===== src/rtl/clock_set_ctrl_pkg.sv =====
// Shared types and constants for the DE2 clock time-setting controller.
package clock_set_ctrl_pkg;

  typedef enum logic [1:0] {
    RUN   = 2'd0,
    SET_H = 2'd1,
    SET_M = 2'd2,
    SET_S = 2'd3
  } state_e;

  typedef enum logic [1:0] {
    KEY_NONE  = 2'b00,
    KEY_SHORT = 2'b01,
    KEY_LONG  = 2'b10
  } key_code_e;

  localparam logic [4:0] HOUR_MAX   = 5'd23;
  localparam logic [5:0] MINSEC_MAX = 6'd59;

  function automatic logic [5:0] minsec_inc(input logic [5:0] v);
    return (v >= MINSEC_MAX) ? 6'd0 : v + 6'd1;
  endfunction

  function automatic logic [4:0] hour_inc(input logic [4:0] v);
    return (v >= HOUR_MAX) ? 5'd0 : v + 5'd1;
  endfunction

endpackage


===== src/rtl/clock_set_ctrl_key_event_detect.sv =====
// Turns a sticky classifier press code into one-cycle short/long press pulses.
module clock_set_ctrl_key_event_detect
  import clock_set_ctrl_pkg::*;
(
  input  logic       clk,
  input  logic       reset,
  input  logic [1:0] code,
  output logic       short_evt,
  output logic       long_evt
);

  logic [1:0] prev_q, prev_d;
  logic       short_q, short_d;
  logic       long_q, long_d;

  // A press is only new when the code leaves 00; held or 01<->10 codes never fire.
  always_comb begin
    prev_d  = code;
    short_d = (prev_q == KEY_NONE) && (code == KEY_SHORT);
    long_d  = (prev_q == KEY_NONE) && (code == KEY_LONG);
  end

  // Previous-code and pulse registers.
  always_ff @(posedge clk) begin
    if (reset) begin
      prev_q  <= 2'b00;
      short_q <= 1'b0;
      long_q  <= 1'b0;
    end else begin
      prev_q  <= prev_d;
      short_q <= short_d;
      long_q  <= long_d;
    end
  end

  assign short_evt = short_q;
  assign long_evt  = long_q;

endmodule


===== src/rtl/clock_set_ctrl.sv =====
// Time-setting controller: set-mode sequencing, shadow time editing, load strobe,
// edit timeout and blink mask for the selected field.
module clock_set_ctrl
  import clock_set_ctrl_pkg::*;
#(
  parameter int CLK_HZ    = 50_000_000,
  parameter int BLINK_HZ  = 2,
  parameter int TIMEOUT_S = 30
) (
  input  logic       CLOCK_50,
  input  logic       reset,
  input  logic [1:0] mode_state,
  input  logic [1:0] adj_state,
  input  logic [4:0] cur_hour,
  input  logic [5:0] cur_min,
  input  logic [5:0] cur_sec,
  output logic [4:0] set_hour,
  output logic [5:0] set_min,
  output logic [5:0] set_sec,
  output logic       load,
  output logic       setting,
  output logic [2:0] blink_mask
);

  localparam longint         TO_CYCLES   = longint'(TIMEOUT_S) * longint'(CLK_HZ);
  localparam logic [30:0]    TO_LAST     = 31'(TO_CYCLES - 64'sd1);
  localparam int             HALF_PERIOD = CLK_HZ / (2 * BLINK_HZ);
  localparam int             DIV_W       = $clog2(HALF_PERIOD) + 1;
  localparam logic [DIV_W-1:0] DIV_LAST  = DIV_W'(HALF_PERIOD - 1);
  localparam logic [DIV_W-1:0] DIV_ONE   = DIV_W'(1);

  logic mode_short, mode_long, adj_short, adj_long;

  state_e           state_q, state_d;
  logic [4:0]       set_hour_q, set_hour_d;
  logic [5:0]       set_min_q, set_min_d;
  logic [5:0]       set_sec_q, set_sec_d;
  logic             load_q, load_d;
  logic             setting_q, setting_d;
  logic [2:0]       mask_q, mask_d;
  logic [30:0]      to_cnt_q, to_cnt_d;
  logic [DIV_W-1:0] div_q, div_d;
  logic             phase_q, phase_d;

  clock_set_ctrl_key_event_detect u_mode_evt (
    .clk       (CLOCK_50),
    .reset     (reset),
    .code      (mode_state),
    .short_evt (mode_short),
    .long_evt  (mode_long)
  );

  clock_set_ctrl_key_event_detect u_adj_evt (
    .clk       (CLOCK_50),
    .reset     (reset),
    .code      (adj_state),
    .short_evt (adj_short),
    .long_evt  (adj_long)
  );

  // Mode FSM, field edits and timeout; mode events shadow adj events in the same cycle.
  always_comb begin
    state_d    = state_q;
    set_hour_d = set_hour_q;
    set_min_d  = set_min_q;
    set_sec_d  = set_sec_q;
    load_d     = 1'b0;
    to_cnt_d   = 31'd0;
    case (state_q)
      RUN: begin
        if (mode_long) begin
          state_d    = SET_H;
          set_hour_d = cur_hour;
          set_min_d  = cur_min;
          set_sec_d  = cur_sec;
        end else begin
          state_d = RUN;
        end
      end
      SET_H, SET_M, SET_S: begin
        if (mode_long) begin
          state_d = RUN;
          load_d  = 1'b1;
        end else if (mode_short) begin
          case (state_q)
            SET_H:   state_d = SET_M;
            SET_M:   state_d = SET_S;
            default: state_d = SET_H;
          endcase
        end else if (adj_short) begin
          case (state_q)
            SET_H:   set_hour_d = hour_inc(set_hour_q);
            SET_M:   set_min_d  = minsec_inc(set_min_q);
            default: set_sec_d  = minsec_inc(set_sec_q);
          endcase
        end else if (adj_long) begin
          case (state_q)
            SET_H:   set_hour_d = 5'd0;
            SET_M:   set_min_d  = 6'd0;
            default: set_sec_d  = 6'd0;
          endcase
        end else if (to_cnt_q == TO_LAST) begin
          state_d = RUN;
        end else begin
          to_cnt_d = to_cnt_q + 31'd1;
        end
      end
      default: state_d = RUN;
    endcase
  end

  // Blink phase restarts at 0 on every state change so a newly selected field shows first.
  always_comb begin
    div_d   = div_q;
    phase_d = phase_q;
    if (state_d != state_q) begin
      div_d   = '0;
      phase_d = 1'b0;
    end else if (div_q == DIV_LAST) begin
      div_d   = '0;
      phase_d = ~phase_q;
    end else begin
      div_d = div_q + DIV_ONE;
    end
  end

  // Output decode from the next state so the registered outputs line up with state_q.
  always_comb begin
    setting_d = (state_d != RUN);
    case (state_d)
      SET_H:   mask_d = {phase_d, 2'b00};
      SET_M:   mask_d = {1'b0, phase_d, 1'b0};
      SET_S:   mask_d = {2'b00, phase_d};
      default: mask_d = 3'b000;
    endcase
  end

  // State, shadow time, counters and registered outputs.
  always_ff @(posedge CLOCK_50) begin
    if (reset) begin
      state_q    <= RUN;
      set_hour_q <= 5'd0;
      set_min_q  <= 6'd0;
      set_sec_q  <= 6'd0;
      load_q     <= 1'b0;
      setting_q  <= 1'b0;
      mask_q     <= 3'b000;
      to_cnt_q   <= 31'd0;
      div_q      <= '0;
      phase_q    <= 1'b0;
    end else begin
      state_q    <= state_d;
      set_hour_q <= set_hour_d;
      set_min_q  <= set_min_d;
      set_sec_q  <= set_sec_d;
      load_q     <= load_d;
      setting_q  <= setting_d;
      mask_q     <= mask_d;
      to_cnt_q   <= to_cnt_d;
      div_q      <= div_d;
      phase_q    <= phase_d;
    end
  end

  assign set_hour   = set_hour_q;
  assign set_min    = set_min_q;
  assign set_sec    = set_sec_q;
  assign load       = load_q;
  assign setting    = setting_q;
  assign blink_mask = mask_q;

endmodule


===== config.mk =====
export PLATFORM = sky130hd
export DESIGN_NAME = clock_set_ctrl
export DESIGN_NICKNAME = d
export VERILOG_FILES = /design/src/rtl/clock_set_ctrl_pkg.sv /design/src/rtl/clock_set_ctrl_key_event_detect.sv /design/src/rtl/clock_set_ctrl.sv
export SDC_FILE = /design/constraint.sdc
export NUM_CORES = 1
export LEC_CHECK = 0
export CAP_MARGIN = 30
export CORE_MARGIN = 8
export CORE_UTILIZATION = 39
export DETAILED_ROUTE_END_ITERATION = 8
export GPL_TIMING_DRIVEN = 0
export PLACE_DENSITY = 0.63
export SETUP_SLACK_MARGIN = 0.1
export SLEW_MARGIN = 30
export SYNTH_ARGS = -nofsm -noshare
export SYNTH_HDL_FRONTEND = slang
export SYNTH_SLANG_ARGS = --single-unit

===== constraint.sdc =====
create_clock -name CLOCK_50 -period 3.15 [get_ports CLOCK_50]
set_input_delay 0.4725 -clock CLOCK_50 [delete_from_list [all_inputs] [get_ports CLOCK_50]]
set_output_delay 0.4725 -clock CLOCK_50 [all_outputs]
set_load 0.01 [all_outputs]

==> impl_metrics.tcl <==
set metrics [dict create \
    relSlewSlack 0.620 \
    end_kind "flip-flop" \
    crit_path_start_kind "flip-flop" \
    synth-edff-count 0 \
    wl_per_cell_um 13.8 \
    stdcell_count 709 \
    cts_hold_buf 0 \
    yosysUniqueCellTypes 70 \
    worstSetupPathType "reg -> reg" \
    vias_per_cell 5.24 \
    cp_data_required_time_ps 3390 \
    start_util 0.399 \
    syn_inst 506 \
    place_congestion 0.825 \
    grt_usage 0.132 \
    yosys_warnings 0 \
    p_leak_nw 1.82 \
    portBuffers 44 \
    hold_depth 1 \
    hold_path_class "reg -> reg" \
    reg2reg_depth 7 \
    design_area_mm2 0.00548 \
    clock_latency_ps 340 \
    cp-startpoint "state_q[0]$_SDFF_PP0_" \
    clockBufferDepth 2 \
    powerDensity_mw_per_mm2 453 \
    n_fill_cell 1109 \
    synth_nets 539 \
    use_met1 0.160 \
    row_count 39 \
    post_dp_cell_area_mm2 0.00516 \
    pre_cts_ws_ps 947 \
    htreeDepth 3 \
    r2r-start "state_q[0]$_SDFF_PP0_" \
    period_share 0.694 \
    finClkSkew_ps 7.11 \
    min_to "to_cnt_q[0]$_SDFF_PP0_" \
    hold_violations 0 \
    hpwl_um 7180 \
    dp_cells 693 \
    cts_buffers 9 \
    routed_wl_um 9800 \
    synth_top_cell_area_share 0.393 \
    ys_seq_elements 89 \
    synth_ff_type "dfxtp_1" \
    grt_start_max_net_pins 15 \
    drc_errors 0 \
    yosysSeqAreaShare 0.393 \
    post-cts-setup-buffers 0 \
    yosysTopAreaCell "dfxtp_1" \
    cp.depth 7 \
    cp.arrival_ps 2430 \
    num_antenna_cells 0 \
    reg2reg_slack_ps 960 \
    worst_slack_ps 962 \
    timing.final.crit_period_ps 2190 \
    maxSlewViolCount 0 \
    reg2reg_to "blink_mask[2]$_SDFF_PP0_" \
    synthTopCellsByArea "dfxtp_1, xnor2_1, nor2_1" \
    path_cells "inv_1, ha_1, or2_1, or3b_1, o21ai_0, a21oi_2, nor4b_2" \
    rsz0062_at_grt "false" \
    first_pass_iters 4 \
    slowest_delay_ps 400 \
    clock.fmax_mhz 457 \
    area_growth_pct 20.7 \
    cap_violations 0 \
    timing.setup.tns_ps 0 \
    fin_nets 594 \
    postSynth.asyncResetShare 0 \
    critPathSlowestCell "dfxtp_1" \
    drt_iter0_drc 243 \
    met3_usage 0.0349 \
    path_max_fanout 5 \
    root_buffer "clkbuf_16" \
    pin_count 45 \
    grt_busiest_layer "met2" \
    use_met2 0.218 \
    dieArea_mm2 0.0153 \
    clk_pin_slew_ps 60 \
    dieHeight_um 124 \
    antenna_found_initial 0 \
    via_count 3714 \
    postSynthAreaPerCell_um2 8.97 \
    ir_drop_mv 0.325 \
    min_from "to_cnt_q[0]$_SDFF_PP0_" \
    numClockSinks 89 \
    synth_area_mm2 0.00454 \
    grt_pass1_vias 3522 \
    final_antenna_net_count 0 \
    power_mw 2.48 \
    worst_pin_slew_ps 570 \
    grt_pass1_wl_um 16400 \
    core_mm2 0.0114 \
    layout-drive-gt1-share 0.141 \
    grt_overflow_total 0 \
    cts_resized 0 \
    cp_top_family "simple AND/OR/NAND/NOR gates" \
    die_w_um 124 \
    outcome "completed" \
    crit_buf_inv 1 \
    tritoncts "done" \
    report.final.setup_viol 0 \
]
worst register-to-register path, stage by stage, from the launching register on:
cell and delay (ps):
dfxtp_1 400, inv_1 130, ha_1 260, or2_1 290, or3b_1 380, o21ai_0 190
a21oi_2 120, nor4b_2 320
cell type report:
type	instances	area, µm²	area share
inverters	17	63.8	0.0116
plain buffers	19	153	0.0279
clock inverters	5	78.8	0.0144
well taps	143	179	0.0327
clock buffers	11	243	0.0443
flip-flops and latches	89	1780	0.325
repair buffers	44	440	0.0804
multi-input cells	381	2540	0.463
Yosys cell counts (all sizes together) (2+ instances only):
cell type / instances
nor2: 93
dfxtp: 89
xnor2: 40
nand2: 33
nand3: 27
nor3: 24
inv: 17
a21oi: 16
buf: 16
xor2: 16
nand4: 13
nor4: 11
o21ai: 11
and4: 10
ha: 10
a211oi: 9
nor2b: 8
and3: 6
nor3b: 6
o211ai: 5
nor4b: 4
a21o: 3
a22oi: 3
a31oi: 3
and2: 3
clkbuf: 3
nand2b: 3
a221oi: 2
a311oi: 2
a32o: 2
o2111ai: 2
or3: 2
metrics by stage:
step                utilization  hold WS [ps]
floorplan                     -           413
global placement          0.454           424
detailed placement        0.454           437
CTS                       0.482           446
global route              0.482           465
finish                    0.482           447
logic make-up after synthesis:
| logic type | count (synthesis) | share of synthesized area |
|---|---|---|
| fa+ha+maj | 10 | 0.0276 |
| simple gates | 249 | 0.318 |
| xor+xnor | 56 | 0.108 |
| buf+inv | 36 | 0.0477 |
| compound gates | 66 | 0.106 |
| flops | 89 | 0.393 |
flip-flops by register name, indices dropped and copies added, names as in the netlist:
signal	cells
blink_mask	3
u_adj_evt.long_evt	1
state_q	2
u_mode_evt.long_evt	1
set_hour	5
u_mode_evt.prev_q	2
div_q	25
u_adj_evt.prev_q	2
u_adj_evt.short_evt	1
to_cnt_q	31
load	1
set_min	6
setting	1
phase_q	1
set_sec	6
u_mode_evt.short_evt	1
placed cells by master (no fill, tap or decap), types with 7 or more instances in the layout:
cell type	n
a211oi_1	8
a21oi_1	15
and4_1	7
clkbuf_16	9
clkdlybuf4s50_1	44
dfxtp_1	89
ha_1	10
inv_1	16
nand2_1	32
nand3_1	23
nand4_1	11
nor2_1	73
nor2_2	20
nor2b_1	8
nor3_1	21
o21ai_0	10
xnor2_1	40
xor2_1	16
report_power, final:
part,switching (mW),internal (mW),total (mW)
logic,0.0792,0.0885,0.168
registers,0.0208,1.15,1.17
clock network,0.434,0.715,1.15
per-layer routing:
metal	up-vias	share of wire
met1	1755	0.46
met5	-	0
met3	14	0.047
met4	0	0.016
li1	1886	-
met2	59	0.47
worst max path at each step:
| stage | end | slack [ps] |
|---|---|---|
| after floorplan | div_q[24]$_SDFF_PP0_ | 1270 |
| after global placement | set_sec[1]$_SDFFE_PP0P_ | 980 |
| after detailed placement | set_sec[1]$_SDFFE_PP0P_ | 950 |
| after CTS | blink_mask[2]$_SDFF_PP0_ | 960 |
| after global routing | set_hour[4]$_SDFFE_PP0P_ | 740 |
| final | blink_mask[2]$_SDFF_PP0_ | 960 |
No activity file was read; power rests on OpenSTA's default activity.
==> patch 1 (config.mk and constraints unchanged) <==
Register the output `setting` once more, cleared by the reset; this adds one clock of latency there. The other outputs are not delayed to match.
--- a/src/rtl/clock_set_ctrl.sv
+++ b/src/rtl/clock_set_ctrl.sv
@@ -168,3 +168,9 @@
   assign load       = load_q;
-  assign setting    = setting_q;
+  always_ff @(posedge CLOCK_50) begin
+    if (reset) begin
+      setting <= '0;
+    end else begin
+      setting <= setting_q;
+    end
+  end
   assign blink_mask = mask_q;
Check against the original RTL: not equivalent (a bounded check fails within 4 cycles, from zero or initial values and one cycle with reset high).
==> patch 1 against the unedited design <==
- sequential cell count rose by 1
- final area fell by 6.4%
- via count fell by 1.2%
- critical endpoint is now to_cnt_q[11]
- total power is 5.0% lower
- fmax down 10%
- wire length decreased by 4.6%
- area after synthesis shrank 6.5%
- count of clock-buffer cells in the layout fell by 2
- worst setup slack got worse by 0.25 ns
- final cell count is 0.71% lower
- global-route usage grew 0.37 points
==> patch 1: results (changes against the unedited design) <==
outcome=completed; actual slew at the worst max-slew pin=0.684 ns (+0.114 ns); Synth Area in Adders=2.95% (+0.19 points); layout cells sized above 1=4.26% (-9.9 points); WL final=9350 um (-4.6%); syn_nets=538 (-0.19%); Worst path max stage delay=0.42 ns (+0.02 ns); WHS=0.459 ns (+0.0120 ns); Worst setup startpoint=to_cnt_q[0]; Peak VDD IR=0.283 mV (-13%); Non-Clock Buffer Area Fraction=9.90% (-0.92 points); cells on worst reg2reg path=8 (+1); area delta synth->final=20.9%; multi-input combinational cell area=0.00232 mm^2 (-8.4%); highest clock rate=410 MHz (-10%); number of I/O port buffers=43 (-2.3%); Final nets=592 (-0.34%); met1 wire length=4590 um (+1.1%); metal3 WL=434 um (-5.7%); Synth Instances=505 (-0.20%); multi-input logic cell count=382 (+0.26%); Setup WS pre-CTS=0.529 ns (-0.419 ns); Fillers=1,038 (-6.4%); first-pass GRT wire length=16,600 um (+1.3%); post-synthesis compound-gate area fraction=10.6% (+0.029 points); CTS Root Cell=clkbuf_8; clock slew at reported path FFs=0.09 ns (+0.03 ns); largest net degree at the start of global routing=17 (+2); Logic inverters=13 (-4); Crit path arrival time=2.67 ns (+0.24 ns); sequential-to-total area share from yosys stat=42.5% (+3.2 points); # clock sinks=90 (+1.1%); clock skew=0.0129 ns (+0.00582 ns); largest cells by area after synthesis=dfxtp_1 (42%), nor2_1 (7.6%), xnor2_1 (6.6%), xor2_1 (5.4%), nand3_1 (3.7%); Synth Area in XOR/XNOR=12.0% (+1.2 points); vias in the first global route=3,568 (+1.3%); Clock buf/inv share=5.27% (-0.60 points); post-DP HPWL=6710 um (-6.5%); GRT Util Overall=13.6% (+0.37 points); unique cell type count in the Yosys netlist=47 (-33%); Worst Hold End=setting; Placed Cells incl. Taps=688 (-0.72%)
patch 1: report_power, final:
part           internal, mW  leakage [nW]  switching, mW
clock                 0.614         0.134          0.418
combinational        0.0775         0.796         0.0712
sequential             1.16         0.728         0.0221
total                  1.85          1.66          0.512
patch 1: cell families (layout without fill, tap and decap cells):
kind of cell	count (synthesis)	after routing
AND/OR/NAND/NOR	245	245
flip-flops	90	90
AO/OA/AOI/OAI	69	69
XOR/XNOR	58	58
buffers and inverters	33	92
adder cells (fa/ha/maj)	10	10
patch 1: metal layers:
| layer | vias up | track usage (%) |
|---|---|---|
| met1 | 1699 | 17.5 |
| met3 | 13 | 3.36 |
| met4 | 0 | 5.54 |
| li1 | 1884 | - |
| met2 | 72 | 21.4 |
| met5 | - | 0 |
patch 1: worst reg2reg max path, cell delays in order, from the launching register on:
cell      delay [ns]
dfxtp_1         0.42
ha_1            0.23
and4_1          0.19
clkbuf_1        0.36
and4_1          0.31
a21boi_1        0.12
nand3_1         0.20
clkbuf_1        0.38
nor2_1          0.10
==> patch 2 (same flow settings) <==
Without the edit above. The parameter `BLINK_HZ` goes from 2 to 1.
--- a/src/rtl/clock_set_ctrl.sv
+++ b/src/rtl/clock_set_ctrl.sv
@@ -6,3 +6,3 @@
   parameter int CLK_HZ    = 50_000_000,
-  parameter int BLINK_HZ  = 2,
+  parameter int BLINK_HZ  = 1,
   parameter int TIMEOUT_S = 30
Check against the original RTL: no difference found for any inputs over 10 cycles, from zero or initial values and one cycle with reset high; that may be too few to reach the edited logic, so the function may still have changed.
==> patch 2 against the unedited design <==
- sequential cell count increased by 1
- first-iteration DRC count decreased by 30%
- sequential share of layout area increased by 2.7 points
- total power decreased by 14%
- via count increased by 0.51%
- combinational power decreased by 9.5%
- final area decreased by 6.7%
- area after synthesis decreased by 5.4%
- wire length increased by 1.8%
- final cell count decreased by 0.14%
- synthesized cell count increased by 0.40%
- worst setup slack got worse by 0.39 ns
- critical endpoint is now set_hour[1]
- largest cell class unchanged
- highest routed layer unchanged
==> patch 2: results (changes against the unedited design) <==
outcome=completed; Clock buf/inv share=3.92% (-2.0 points); static leakage=1.76 nW (-3.4%); Crit Reg-Reg Endpoint=set_hour[1]; max_cap viols=0 (unchanged); largest cells by area after synthesis=dfxtp_1 (42%), xor2_1 (8.6%), nor2_1 (8.0%), nand3_1 (3.8%), nand4_1 (3.8%); CTS Root Cell=clkbuf_8; sequential-to-total area share from yosys stat=42.0% (+2.7 points); Skew-Pair Late Insertion Delay=0.36 ns (+0.02 ns); GP Congestion=0.837 (+1.5%); multi-input combinational cell area=0.00236 mm^2 (-7.0%); actual slew at the worst max-slew pin=0.913 ns (+0.343 ns); clock skew=0.0109 ns (+0.00383 ns); largest net degree at the start of global routing=17 (+2); Worst setup startpoint=state_q[1]; Setup WS pre-CTS=0.565 ns (-0.382 ns); Synth Instances=508 (+0.40%); Crit path arrival time=2.85 ns (+0.42 ns); Crit-path slowest cell=nor3_1; layout cells sized above 1=5.28% (-8.9 points); GRT Util Overall=14.5% (+1.2 points); Fillers=1,057 (-4.7%); post-DP HPWL=7350 um (+2.4%); biggest regs=to_cnt_q: 31 flops, div_q: 26 flops; Worst path max stage delay=0.75 ns (+0.35 ns); Worst Path Max Fanout=10 (+5); vias per cell=5.27 (+0.65%); unique cell type count in the Yosys netlist=51 (-27%); YS warnings=0 (unchanged); multi-input logic cell count=385 (+1.0%); bufs w/o clock=64 (+1.6%); predominant post-synthesis flop cell=dfxtp_1; internal cell power=1.61 mW (-17%); Peak VDD IR=0.199 mV (-39%); clock slew at reported path FFs=0.10 ns (+0.04 ns); cells on worst reg2reg path=8 (+1); CP top delay family=simple AND/OR/NAND/NOR gates; synthesized flop and latch total=90 (+1.1%); Pre-Repair DR Iteration Count=4 (unchanged); antenna cells=0 (unchanged); highest clock rate=388 MHz (-15%); Cell Area, Placed=0.00491 mm^2 (-4.8%); Final nets=596 (+0.34%); vias in the first global route=3,676 (+4.4%); fraction of area in multi-input gates=46.2% (-0.15 points); Final Non-Filler Cells=708 (-0.14%); Starting DRT DRC Count=170 (-30%); clock buffers=10 (-1); syn_nets=541 (+0.37%); first-pass GRT wire length=17,400 um (+6.2%); Non-Clock Buffer Area Fraction=10.2% (-0.59 points); core area=0.0108 mm^2 (-5.1%); WHS=0.455 ns (+0.00799 ns); Placed Cells incl. Taps=692 (-0.14%); top cells by count, synth=nor2_1 (91), dfxtp_1 (90), xor2_1 (42), nand2_1 (37), nand3_1 (33); WL/cell=14.1 um (+2.0%); Logic inverters=13 (-4); Sequential cell area=0.00180 mm^2 (+1.1%)
[patch 2: per-layer routing]
layer,share of wire [%],track usage [%],vias to the layer above
met4,0.65,5.78,0
met3,4.3,4.05,4
met5,0,0,-
li1,-,-,1894
met2,47,22.9,66
met1,48,18.2,1769
[patch 2: cell families (layout without fill, tap and decap cells)]
| family | after synthesis | in the layout | share of synthesized area, % |
|---|---|---|---|
| DFF | 90 | 90 | 42.0 |
| adders and majority gates | 10 | 10 | 2.91 |
| xor gates and xnor gates | 57 | 57 | 11.6 |
| AOI/OAI and AO/OA | 65 | 65 | 10.4 |
| buffers and inverters | 33 | 93 | 3.06 |
| and+or+nand+nor | 253 | 253 | 30.0 |
[patch 2: power groups by stage]
stage,Clock (mW),Combinational [mW],Sequential [mW]
floorplan,0,0.0737,1.21
global placement,0,0.150,1.21
detailed placement,0,0.152,1.21
CTS,0.831,0.153,1.18
global route,0.882,0.169,1.19
finish,0.809,0.152,1.18
